==> src/rtl/mem_lsu_pkg.sv <==
// Shared encodings for the MEM-stage load/store unit: memory op codes, FSM states
// and big-endian byte-lane enables.
package mem_lsu_pkg;

    localparam int MemOpBus = 4;

    localparam logic [MemOpBus-1:0] MEM_OP_NONE = 4'd0;
    localparam logic [MemOpBus-1:0] MEM_OP_LB   = 4'd1;
    localparam logic [MemOpBus-1:0] MEM_OP_LBU  = 4'd2;
    localparam logic [MemOpBus-1:0] MEM_OP_LH   = 4'd3;
    localparam logic [MemOpBus-1:0] MEM_OP_LHU  = 4'd4;
    localparam logic [MemOpBus-1:0] MEM_OP_LW   = 4'd5;
    localparam logic [MemOpBus-1:0] MEM_OP_SB   = 4'd6;
    localparam logic [MemOpBus-1:0] MEM_OP_SH   = 4'd7;
    localparam logic [MemOpBus-1:0] MEM_OP_SW   = 4'd8;

    // Lane enables: byte address 0 lives in bits [31:24].
    localparam logic [3:0] LANE_B0   = 4'b1000;
    localparam logic [3:0] LANE_H0   = 4'b1100;
    localparam logic [3:0] LANE_H1   = 4'b0011;
    localparam logic [3:0] LANE_WORD = 4'b1111;

    typedef enum logic {
        ST_IDLE = 1'b0,
        ST_BUSY = 1'b1
    } lsu_state_e;

endpackage

==> src/rtl/mem_lsu_align.sv <==
// Combinational lane steering: byte enables, store replication, load extension
// and alignment check for one memory op.
module mem_lsu_align
    import mem_lsu_pkg::*;
(
    input  logic [3:0]  op_i,
    input  logic [1:0]  addr_lo_i,
    input  logic [31:0] sdata_i,
    input  logic [31:0] rdata_i,
    output logic [3:0]  sel_o,
    output logic [31:0] wdata_o,
    output logic [31:0] ldata_o,
    output logic        misaligned_o,
    output logic        is_load_o,
    output logic        is_store_o
);

    logic [7:0]  rd_byte;
    logic [15:0] rd_half;
    logic [3:0]  byte_sel;
    logic [3:0]  half_sel;

    always_comb begin
        rd_byte = 8'h00;
        case (addr_lo_i)
            2'b00:   rd_byte = rdata_i[31:24];
            2'b01:   rd_byte = rdata_i[23:16];
            2'b10:   rd_byte = rdata_i[15:8];
            default: rd_byte = rdata_i[7:0];
        endcase
        rd_half  = addr_lo_i[1] ? rdata_i[15:0] : rdata_i[31:16];
        byte_sel = LANE_B0 >> addr_lo_i;
        half_sel = addr_lo_i[1] ? LANE_H1 : LANE_H0;
    end

    always_comb begin
        sel_o        = 4'b0000;
        wdata_o      = sdata_i;
        ldata_o      = rdata_i;
        misaligned_o = 1'b0;
        is_load_o    = 1'b0;
        is_store_o   = 1'b0;
        case (op_i)
            MEM_OP_LB, MEM_OP_LBU, MEM_OP_SB: begin
                sel_o   = byte_sel;
                wdata_o = {4{sdata_i[7:0]}};
                ldata_o = {{24{rd_byte[7] & (op_i == MEM_OP_LB)}}, rd_byte};
            end
            MEM_OP_LH, MEM_OP_LHU, MEM_OP_SH: begin
                sel_o        = half_sel;
                wdata_o      = {2{sdata_i[15:0]}};
                ldata_o      = {{16{rd_half[15] & (op_i == MEM_OP_LH)}}, rd_half};
                misaligned_o = addr_lo_i[0];
            end
            MEM_OP_LW, MEM_OP_SW: begin
                sel_o        = LANE_WORD;
                misaligned_o = |addr_lo_i;
            end
            default: ;
        endcase
        is_load_o  = (op_i == MEM_OP_LB) || (op_i == MEM_OP_LBU) || (op_i == MEM_OP_LH) ||
                     (op_i == MEM_OP_LHU) || (op_i == MEM_OP_LW);
        is_store_o = (op_i == MEM_OP_SB) || (op_i == MEM_OP_SH) || (op_i == MEM_OP_SW);
    end

endmodule

==> src/rtl/mem_lsu.sv <==
// MEM stage: passes ALU results to MEM/WB, runs load/store req/ack transactions on the
// data bus with upstream stall, flags misaligned accesses and bus timeouts.
module mem_lsu
    import mem_lsu_pkg::*;
#(
    parameter int ACK_TIMEOUT = 255
) (
    input  logic        clk,
    input  logic        rst,
    input  logic [4:0]  mem_wd,
    input  logic        mem_wreg,
    input  logic [31:0] mem_wdata,
    input  logic [31:0] mem_hi,
    input  logic [31:0] mem_lo,
    input  logic        mem_whilo,
    input  logic [3:0]  mem_op,
    input  logic [31:0] mem_addr,
    input  logic [31:0] mem_sdata,
    output logic        dbus_req,
    output logic        dbus_we,
    output logic [31:0] dbus_addr,
    output logic [3:0]  dbus_sel,
    output logic [31:0] dbus_wdata,
    input  logic [31:0] dbus_rdata,
    input  logic        dbus_ack,
    output logic        stallreq,
    output logic [4:0]  wb_wd,
    output logic        wb_wreg,
    output logic [31:0] wb_wdata,
    output logic [31:0] wb_hi,
    output logic [31:0] wb_lo,
    output logic        wb_whilo,
    output logic        wb_adel,
    output logic        wb_ades,
    output logic        wb_buserr
);

    localparam int CNT_W = (ACK_TIMEOUT > 2) ? $clog2(ACK_TIMEOUT) : 1;

    lsu_state_e  state_q, state_d;
    logic [CNT_W-1:0] cnt_q, cnt_d;
    logic        req_q, req_d, we_q, we_d;
    logic [31:0] baddr_q, baddr_d, bwdata_q, bwdata_d;
    logic [3:0]  sel_q, sel_d;
    logic [3:0]  op_q, op_d;
    logic [1:0]  lo2_q, lo2_d;
    logic [4:0]  wd_q, wd_d;
    logic        wreg_q, wreg_d;
    logic [4:0]  wb_wd_q, wb_wd_d;
    logic        wb_wreg_q, wb_wreg_d, wb_whilo_q, wb_whilo_d;
    logic [31:0] wb_wdata_q, wb_wdata_d, wb_hi_q, wb_hi_d, wb_lo_q, wb_lo_d;
    logic        adel_q, adel_d, ades_q, ades_d, buserr_q, buserr_d;
    logic        stall_d;

    logic [3:0]  al_op;
    logic [1:0]  al_lo;
    logic [3:0]  al_sel;
    logic [31:0] al_wdata, al_ldata;
    logic        al_mis, al_load, al_store;
    logic        timeout_hit;

    // While BUSY the latched op drives the aligner so extension never depends on held inputs.
    assign al_op = (state_q == ST_BUSY) ? op_q : mem_op;
    assign al_lo = (state_q == ST_BUSY) ? lo2_q : mem_addr[1:0];

    mem_lsu_align u_align (
        .op_i         (al_op),
        .addr_lo_i    (al_lo),
        .sdata_i      (mem_sdata),
        .rdata_i      (dbus_rdata),
        .sel_o        (al_sel),
        .wdata_o      (al_wdata),
        .ldata_o      (al_ldata),
        .misaligned_o (al_mis),
        .is_load_o    (al_load),
        .is_store_o   (al_store)
    );

    assign timeout_hit = (ACK_TIMEOUT != 0) && (cnt_q == CNT_W'(ACK_TIMEOUT - 1));

    always_comb begin
        state_d    = state_q;
        cnt_d      = cnt_q;
        req_d      = req_q;
        we_d       = we_q;
        baddr_d    = baddr_q;
        sel_d      = sel_q;
        bwdata_d   = bwdata_q;
        op_d       = op_q;
        lo2_d      = lo2_q;
        wd_d       = wd_q;
        wreg_d     = wreg_q;
        wb_wd_d    = wb_wd_q;
        wb_wreg_d  = wb_wreg_q;
        wb_wdata_d = wb_wdata_q;
        wb_hi_d    = wb_hi_q;
        wb_lo_d    = wb_lo_q;
        wb_whilo_d = wb_whilo_q;
        adel_d     = 1'b0;
        ades_d     = 1'b0;
        buserr_d   = 1'b0;
        stall_d    = 1'b0;
        case (state_q)
            ST_IDLE: begin
                wb_wd_d    = mem_wd;
                wb_wdata_d = mem_wdata;
                wb_hi_d    = mem_hi;
                wb_lo_d    = mem_lo;
                if (al_load || al_store) begin
                    // Memory ops write back nothing this edge: either a fault or a bubble.
                    wb_wreg_d  = 1'b0;
                    wb_whilo_d = 1'b0;
                    if (al_mis) begin
                        adel_d = al_load;
                        ades_d = al_store;
                    end else begin
                        stall_d  = 1'b1;
                        req_d    = 1'b1;
                        we_d     = al_store;
                        baddr_d  = {mem_addr[31:2], 2'b00};
                        sel_d    = al_sel;
                        bwdata_d = al_wdata;
                        op_d     = mem_op;
                        lo2_d    = mem_addr[1:0];
                        wd_d     = mem_wd;
                        wreg_d   = mem_wreg;
                        cnt_d    = '0;
                        state_d  = ST_BUSY;
                    end
                end else begin
                    wb_wreg_d  = mem_wreg;
                    wb_whilo_d = mem_whilo;
                end
            end
            default: begin
                if (dbus_ack) begin
                    req_d      = 1'b0;
                    wb_wd_d    = wd_q;
                    wb_wreg_d  = wreg_q & al_load;
                    wb_wdata_d = al_load ? al_ldata : 32'h0;
                    wb_whilo_d = 1'b0;
                    state_d    = ST_IDLE;
                end else if (timeout_hit) begin
                    req_d      = 1'b0;
                    buserr_d   = 1'b1;
                    wb_wreg_d  = 1'b0;
                    wb_whilo_d = 1'b0;
                    state_d    = ST_IDLE;
                end else begin
                    stall_d = 1'b1;
                    cnt_d   = cnt_q + 1'b1;
                end
            end
        endcase
    end

    always_ff @(posedge clk or negedge rst) begin
        if (!rst) begin
            state_q    <= ST_IDLE;
            cnt_q      <= '0;
            req_q      <= 1'b0;
            we_q       <= 1'b0;
            baddr_q    <= 32'h0;
            sel_q      <= 4'h0;
            bwdata_q   <= 32'h0;
            op_q       <= MEM_OP_NONE;
            lo2_q      <= 2'b00;
            wd_q       <= 5'h0;
            wreg_q     <= 1'b0;
            wb_wd_q    <= 5'h0;
            wb_wreg_q  <= 1'b0;
            wb_wdata_q <= 32'h0;
            wb_hi_q    <= 32'h0;
            wb_lo_q    <= 32'h0;
            wb_whilo_q <= 1'b0;
            adel_q     <= 1'b0;
            ades_q     <= 1'b0;
            buserr_q   <= 1'b0;
        end else begin
            state_q    <= state_d;
            cnt_q      <= cnt_d;
            req_q      <= req_d;
            we_q       <= we_d;
            baddr_q    <= baddr_d;
            sel_q      <= sel_d;
            bwdata_q   <= bwdata_d;
            op_q       <= op_d;
            lo2_q      <= lo2_d;
            wd_q       <= wd_d;
            wreg_q     <= wreg_d;
            wb_wd_q    <= wb_wd_d;
            wb_wreg_q  <= wb_wreg_d;
            wb_wdata_q <= wb_wdata_d;
            wb_hi_q    <= wb_hi_d;
            wb_lo_q    <= wb_lo_d;
            wb_whilo_q <= wb_whilo_d;
            adel_q     <= adel_d;
            ades_q     <= ades_d;
            buserr_q   <= buserr_d;
        end
    end

    assign stallreq   = stall_d;
    assign dbus_req   = req_q;
    assign dbus_we    = we_q;
    assign dbus_addr  = baddr_q;
    assign dbus_sel   = sel_q;
    assign dbus_wdata = bwdata_q;
    assign wb_wd      = wb_wd_q;
    assign wb_wreg    = wb_wreg_q;
    assign wb_wdata   = wb_wdata_q;
    assign wb_hi      = wb_hi_q;
    assign wb_lo      = wb_lo_q;
    assign wb_whilo   = wb_whilo_q;
    assign wb_adel    = adel_q;
    assign wb_ades    = ades_q;
    assign wb_buserr  = buserr_q;

endmodule
==> config.mk <==
export PLATFORM = sky130hd
export DESIGN_NAME = mem_lsu
export DESIGN_NICKNAME = d
export VERILOG_FILES = /design/src/rtl/mem_lsu_pkg.sv /design/src/rtl/mem_lsu_align.sv /design/src/rtl/mem_lsu.sv
export SDC_FILE = /design/constraint.sdc
export NUM_CORES = 1
export LEC_CHECK = 0
export CAP_MARGIN = 20
export CORE_ASPECT_RATIO = 0.8
export CORE_MARGIN = 3
export CORE_UTILIZATION = 39
export CTS_CLUSTER_DIAMETER = 200
export CTS_CLUSTER_SIZE = 40
export DETAILED_ROUTE_END_ITERATION = 12
export PLACE_DENSITY = 0.78
export SKIP_CTS_REPAIR_TIMING = 1
export SLEW_MARGIN = 30
export SYNTH_ARGS = -nofsm -noshare
export SYNTH_HDL_FRONTEND = slang
export SYNTH_SLANG_ARGS = --single-unit
==> constraint.sdc <==
create_clock -name clk -period 2.5 [get_ports clk]
set_input_delay 0.625 -clock clk [delete_from_list [all_inputs] [get_ports clk]]
set_output_delay 0.625 -clock clk [all_outputs]
set_load 0.02 [all_outputs]
==> Word-level counts from Yosys, hierarchy flattened <==
Cells that the tools add are included.
{ "totals": {"ramBits": 0, "input_bits": 206, "rom_bits": 0, "latch_bits": 0, "register_bits": 195, "out_inout_bits": 177, "memories": 0} }
{ "classes": {"n_lt_le_gt_ge": 0, "mul": 0, "shift": 1, "muxes": 43, "reduce_logical": 16, "n_div": 0, "n_eq_ne": 16, "addsub": 1, "n_bitwise": 5} }
{ "op_table": {"columns": ["operator", "count"], "rows": [
  ["case mux 32 bit (2 select lines)", 2],
  ["2-to-1 mux 32 bit", 3],
  ["2-to-1 mux 8 bit", 5],
  ["2-to-1 mux 1 bit", 24],
  ["case mux 8 bit (3 select lines)", 1],
  ["equality test 4 x 3 -> 1 bit, second input constant", 4],
  ["2-to-1 mux 16 bit", 1],
  ["case mux 4 bit (3 select lines)", 1],
  ["2-to-1 mux 5 bit", 2],
  ["adder 8 x 1 -> 8 bit, second input constant", 1],
  ["equality test 4 x 2 -> 1 bit, second input constant", 2],
  ["equality test 8 bit, second input constant", 1],
  ["2-to-1 mux 4 bit", 2],
  ["inequality test 2 bit, second input constant", 4],
  ["logical OR 1 bit", 7],
  ["AND reduction 3 bit", 2],
  ["OR reduction 3 bit", 2],
  ["equality test 4 x 1 -> 1 bit, second input constant", 1],
  ["equality test 4 bit, second input constant", 1],
  ["AND reduction 4 bit", 1],
  ["OR reduction 2 bit", 2],
  ["right shift 4 x 2 -> 4 bit, first input constant", 1],
  ["bitwise AND 1 bit", 3],
  ["inequality test 3 x 2 -> 1 bit, second input constant", 1],
  ["7 further kinds", 8]
]} }

==> Logic depth before layout (Yosys ltp) <==
{ "depth": {"depth_word": 9, "mapped_depth": 11, "depth_no_buf": 6} }

==> Cells and area by module <==
From an unflattened synthesis, not the netlist that was laid out.
{ "unflattened": {"cells_unflattened": 753, "hier_area_um2": 9076.2} }
{ "modules_own_cells": {"columns": ["mod", "area_per_inst_um2", "cells_each", "n_inst", "seq_area_each_um2"], "rows": [
  ["mem_lsu", 7896.3, 584, 1, 4879.7],
  ["mem_lsu_align", 1179.9, 169, 1, 0.0]
]} }

==> Worst setup path before layout <==
OpenSTA, ideal clock, no wires.
{ "synth_timing": {"kind": "input-to-output", "start": "input port mem_op[3]", "end": "output port stallreq", "setup_slack_ns": -0.207, "arrival_ns": 2.082, "stages": 7, "required_time_ns": 1.875, "n_path_buf": 2, "path_cell_list": "clkbuf_1 mux2i_1 a2111oi_2 a31oi_1 o211ai_1 buf_2 nand2_1"} }
{ "synth_via": {"elab_chain_len": 9, "word_cells_on_any_way": 22} }
{ "synth_rtl": {"columns": ["item", "line_no", "rtl"], "rows": [
  ["start, declared", "mem_lsu.sv:16", "input logic [3:0] mem_op,"],
  ["2-to-1 mux 4 bit *", "mem_lsu.sv:63", "assign al_op = (state_q == ST_BUSY) ? op_q : mem_op;"],
  ["parallel branches: the longest is 6 deep, another holds equality test 4 x 3 -> 1 bit", null, null],
  ["2-to-1 mux 1 bit *", "mem_lsu.sv:109", "if (al_load || al_store) begin"],
  ["2-to-1 mux 1 bit *", "mem_lsu.sv:103", "case (state_q)"],
  ["end, declared", "mem_lsu.sv:26", "output logic stallreq,"]
]} }
Mark *: on every way between the ends.

==> Worst setup path after layout <==
{ "layout_timing": {"start": "register state_q", "end": "output port stallreq"} }
{ "layout_via": {"elab_chain_len": 9, "word_cells_on_any_way": 24} }
{ "layout_rtl": {"columns": ["item", "line_no", "rtl"], "rows": [
  ["start, declared", "mem_lsu.sv:40", "lsu_state_e state_q, state_d;"],
  ["start signal, assigned", "mem_lsu.sv:180", "state_q <= state_d;"],
  ["parallel branches: the longest is 8 deep, another holds 2-to-1 mux 4 bit", null, null],
  ["2-to-1 mux 1 bit *", "mem_lsu.sv:103", null]
]} }
Marked as above.

==> results.toml <==
[clock_tree]
cts_max_path_buffers = 2
clk_latency_ns = 0.44
clk_pin_slew_ns = 0.08
numCtsBuffers = 17
cts-htree-levels = 4
cts_tree = "built"
root_buffer = "clkbuf_16"
clock-sinks = 195

[routing]
antenna_left = 0
dr.first_iter.drc_count = 460
routed_wl_um = 29500
vias = 7475
avgRoutedWirePerCell_um = 20.4
first_pass_iters = 6
drc = 0
viasPerCell = 5.17

[layout]
mostFrequentLayoutCells = "clkdlybuf4s50_1, dfrtp_1, mux2_2"
num-fill-cells = 1677
drive_above_1_share_pct = 26.2
final_common_cell = "clkdlybuf4s50_1"
stdcell_area_um2 = 14400
insertedDiodeCount = 0
postLayoutCoreUtil_pct = 65.7
final_nets = 1342
syn_to_final_growth_pct = 63.0

[die]
die_h_um = 141
die_w_um = 174
fp-row-count = 48
core_area_um2 = 21900
fp.dieArea_um2 = 24500
initial_core_util_pct = 40.3
io_pins = 383

[sta]
hold_viol = 0
tightest_slew_ns = 0.518
finalCriticalPeriod_ns = 3.01
holdWs_ns = 0.0331
clock.fmax_mhz = 332
slew_violations = 0
fin_skew_ns = 0.0162
fin_ws_ns = -0.511
timing.slew.headroom_pct = 65.4
period_share_pct = 120
rsz0062_at_grt = "yes"
setup_viol = 43

[status]
violations = "negative setup slack"
outcome = "complete, but fails checks"

[logic_synthesis]
netlist_instances = 686
syn-mean-instance-area_um2 = 12.9
synth_ff_type = "dfrtp_1"
synth.top_cell.area_share_pct = 55.2
synth_seq_cells = 195
netlist.top_cell.by_area = "dfrtp_1"
async_flop_share_pct = 100
syn_area_um2 = 8840
yosysWarnings = 0
synth_edf_count = 0
ys_types = 64
yosysSeqAreaShare_pct = 55.2
synth_area_leaders = "dfrtp_1, mux2_2, mux2i_1"

[placement]
io_buffers = 380
gp_congestion = 0.901
dpl-instance-area_um2 = 13600
hpwlAfterDp_um = 21700

[setup_path]
path_class = "reg2out"
startpoint = "state_q"
r2r_slack_ns = -0.10
worstRegToRegCells = 9
endpoint = "stallreq"
crit_path_start_kind = "flop"
worstSetupEndpointType = "primary output"
cp_data_required_time_ns = 1.88
r2r-end = "wb_wdata[17]"
worstPathArrival_ns = 2.39
timing.rr.start = "state_q"
worst-path-max-fanout = 7

[global_routing]
overflow = 0
first_global_vias = 7791
antenna_found_initial = 1
grt_usage_pct = 23.3
grt_pass1_wl_um = 44800
grt_max_degree = 76

[pwr]
finalPower_mw = 19.3
p_per_area_nw_per_um2 = 1340
p_leak_nw = 6.02
peakVddDrop_mv = 0.676

[job]
cap_viol_max_count = 0

[min_path]
hold_class = "in2async"
-- cells by family (layout without fill, tap and decap cells) --
kind of cell,count (synthesis),count (layout),synth area share [%]
adders and majority gates,3,3,0.396
muxes,179,179,22.8
DFF,195,195,55.2
AOI/OAI and AO/OA,132,133,11.4
and+or+nand+nor,99,99,5.32
buffers and inverters,66,525,3.78
xor gates and xnor gates,11,11,1.09
other,1,2,0.0424
-- per-stage QoR --
step           TNS (ns)  worst slack (ns)  std cells
2_1_floorplan         0            0.0144        687
3_3_place_gp     -43.17            -0.886       1400
3_5_place_dp     -53.62            -0.964       1401
4_1_cts           -7.36            -0.984       1433
5_1_grt           -9.39            -0.600       1447
6_report          -3.58            -0.511       1447
-- synthesized netlist by cell type (4+ instances only) --
cell type and number:
mux2_1 7, a22oi_1 18, inv_1 18, xnor2_1 4
o21ai_0 23, nand2_1 23, clkbuf_1 26, mux2_2 144
a222oi_1 9, a31oi_1 5, a211o_1 8, dfrtp_1 195
nor2_1 38, and3_1 8, nor3_1 5, nand4_1 5
a221o_1 21, o211ai_1 5, a21oi_1 19, buf_6 9
nand3_1 7, xor2_1 7, mux2i_1 24, buf_2 7
-- worst min path at each step --
| stage | cells after the start | to | startpoint |
|---|---|---|---|
| 2_1_floorplan | 0 | cnt_q[0] | rst |
| 3_3_place_gp | 1 | dbus_addr[30] | dbus_addr[30] |
| 3_5_place_dp | 1 | dbus_wdata[12] | dbus_wdata[12] |
| 4_1_cts | 1 | dbus_wdata[28] | rst |
| 5_1_grt | 1 | dbus_wdata[27] | rst |
| 6_report | 1 | dbus_wdata[27] | rst |
-- power by group --
group	total (mW)	internal (mW)	leakage (nW)	switching [mW]
clock	2.75	1.37	0.292	1.38
combinational	11.1	5.77	3.40	5.31
sequential	5.48	4.64	2.33	0.837
-- cell type report --
type                            instances  area (µm²)  area share (%)
Clock buffer                           18         439            3.05
Clock inverter                         14         163            1.13
Inverter                               19        71.3           0.495
Multi-Input combinational cell        427        3770            26.1
Sequential cell                       195        4880            33.9
Tap cell                              300         375            2.61
Timing Repair Buffer                  474        4710            32.7
-- state kept, by name, summed over array words and instances, names as in the netlist --
name,count
dbus_wdata,32
wb_hi,32
wb_lo,32
wb_wdata,32
dbus_addr,30
cnt_q,8
wb_wd,5
wd_q,5
dbus_sel,4
op_q,4
lo2_q,2
dbus_req,1
dbus_we,1
state_q,1
wb_adel,1
wb_ades,1
wb_buserr,1
wb_whilo,1
wb_wreg,1
wreg_q,1
-- critical path, stage by stage (launching register included) --
cell and delay, ns:
dfrtp_4 0.55, buf_4 0.17, mux2_2 0.30, nor4_4 0.32
nor2_1 0.11, o211ai_1 0.11, buf_4 0.16, nand2_4 0.04
buf_2 0.17
-- metal layers --
layer / wire length [µm] / track usage (%) / vias to the layer above
met4: 572 / 6.56 / 2
met2: 14300 / 38.5 / 311
li1: - / - / 3425
met5: 13 / 0 / -
met3: 2460 / 8.05 / 37
met1: 12200 / 29.2 / 3700
Note: power is estimated with default switching activity, not from simulation.
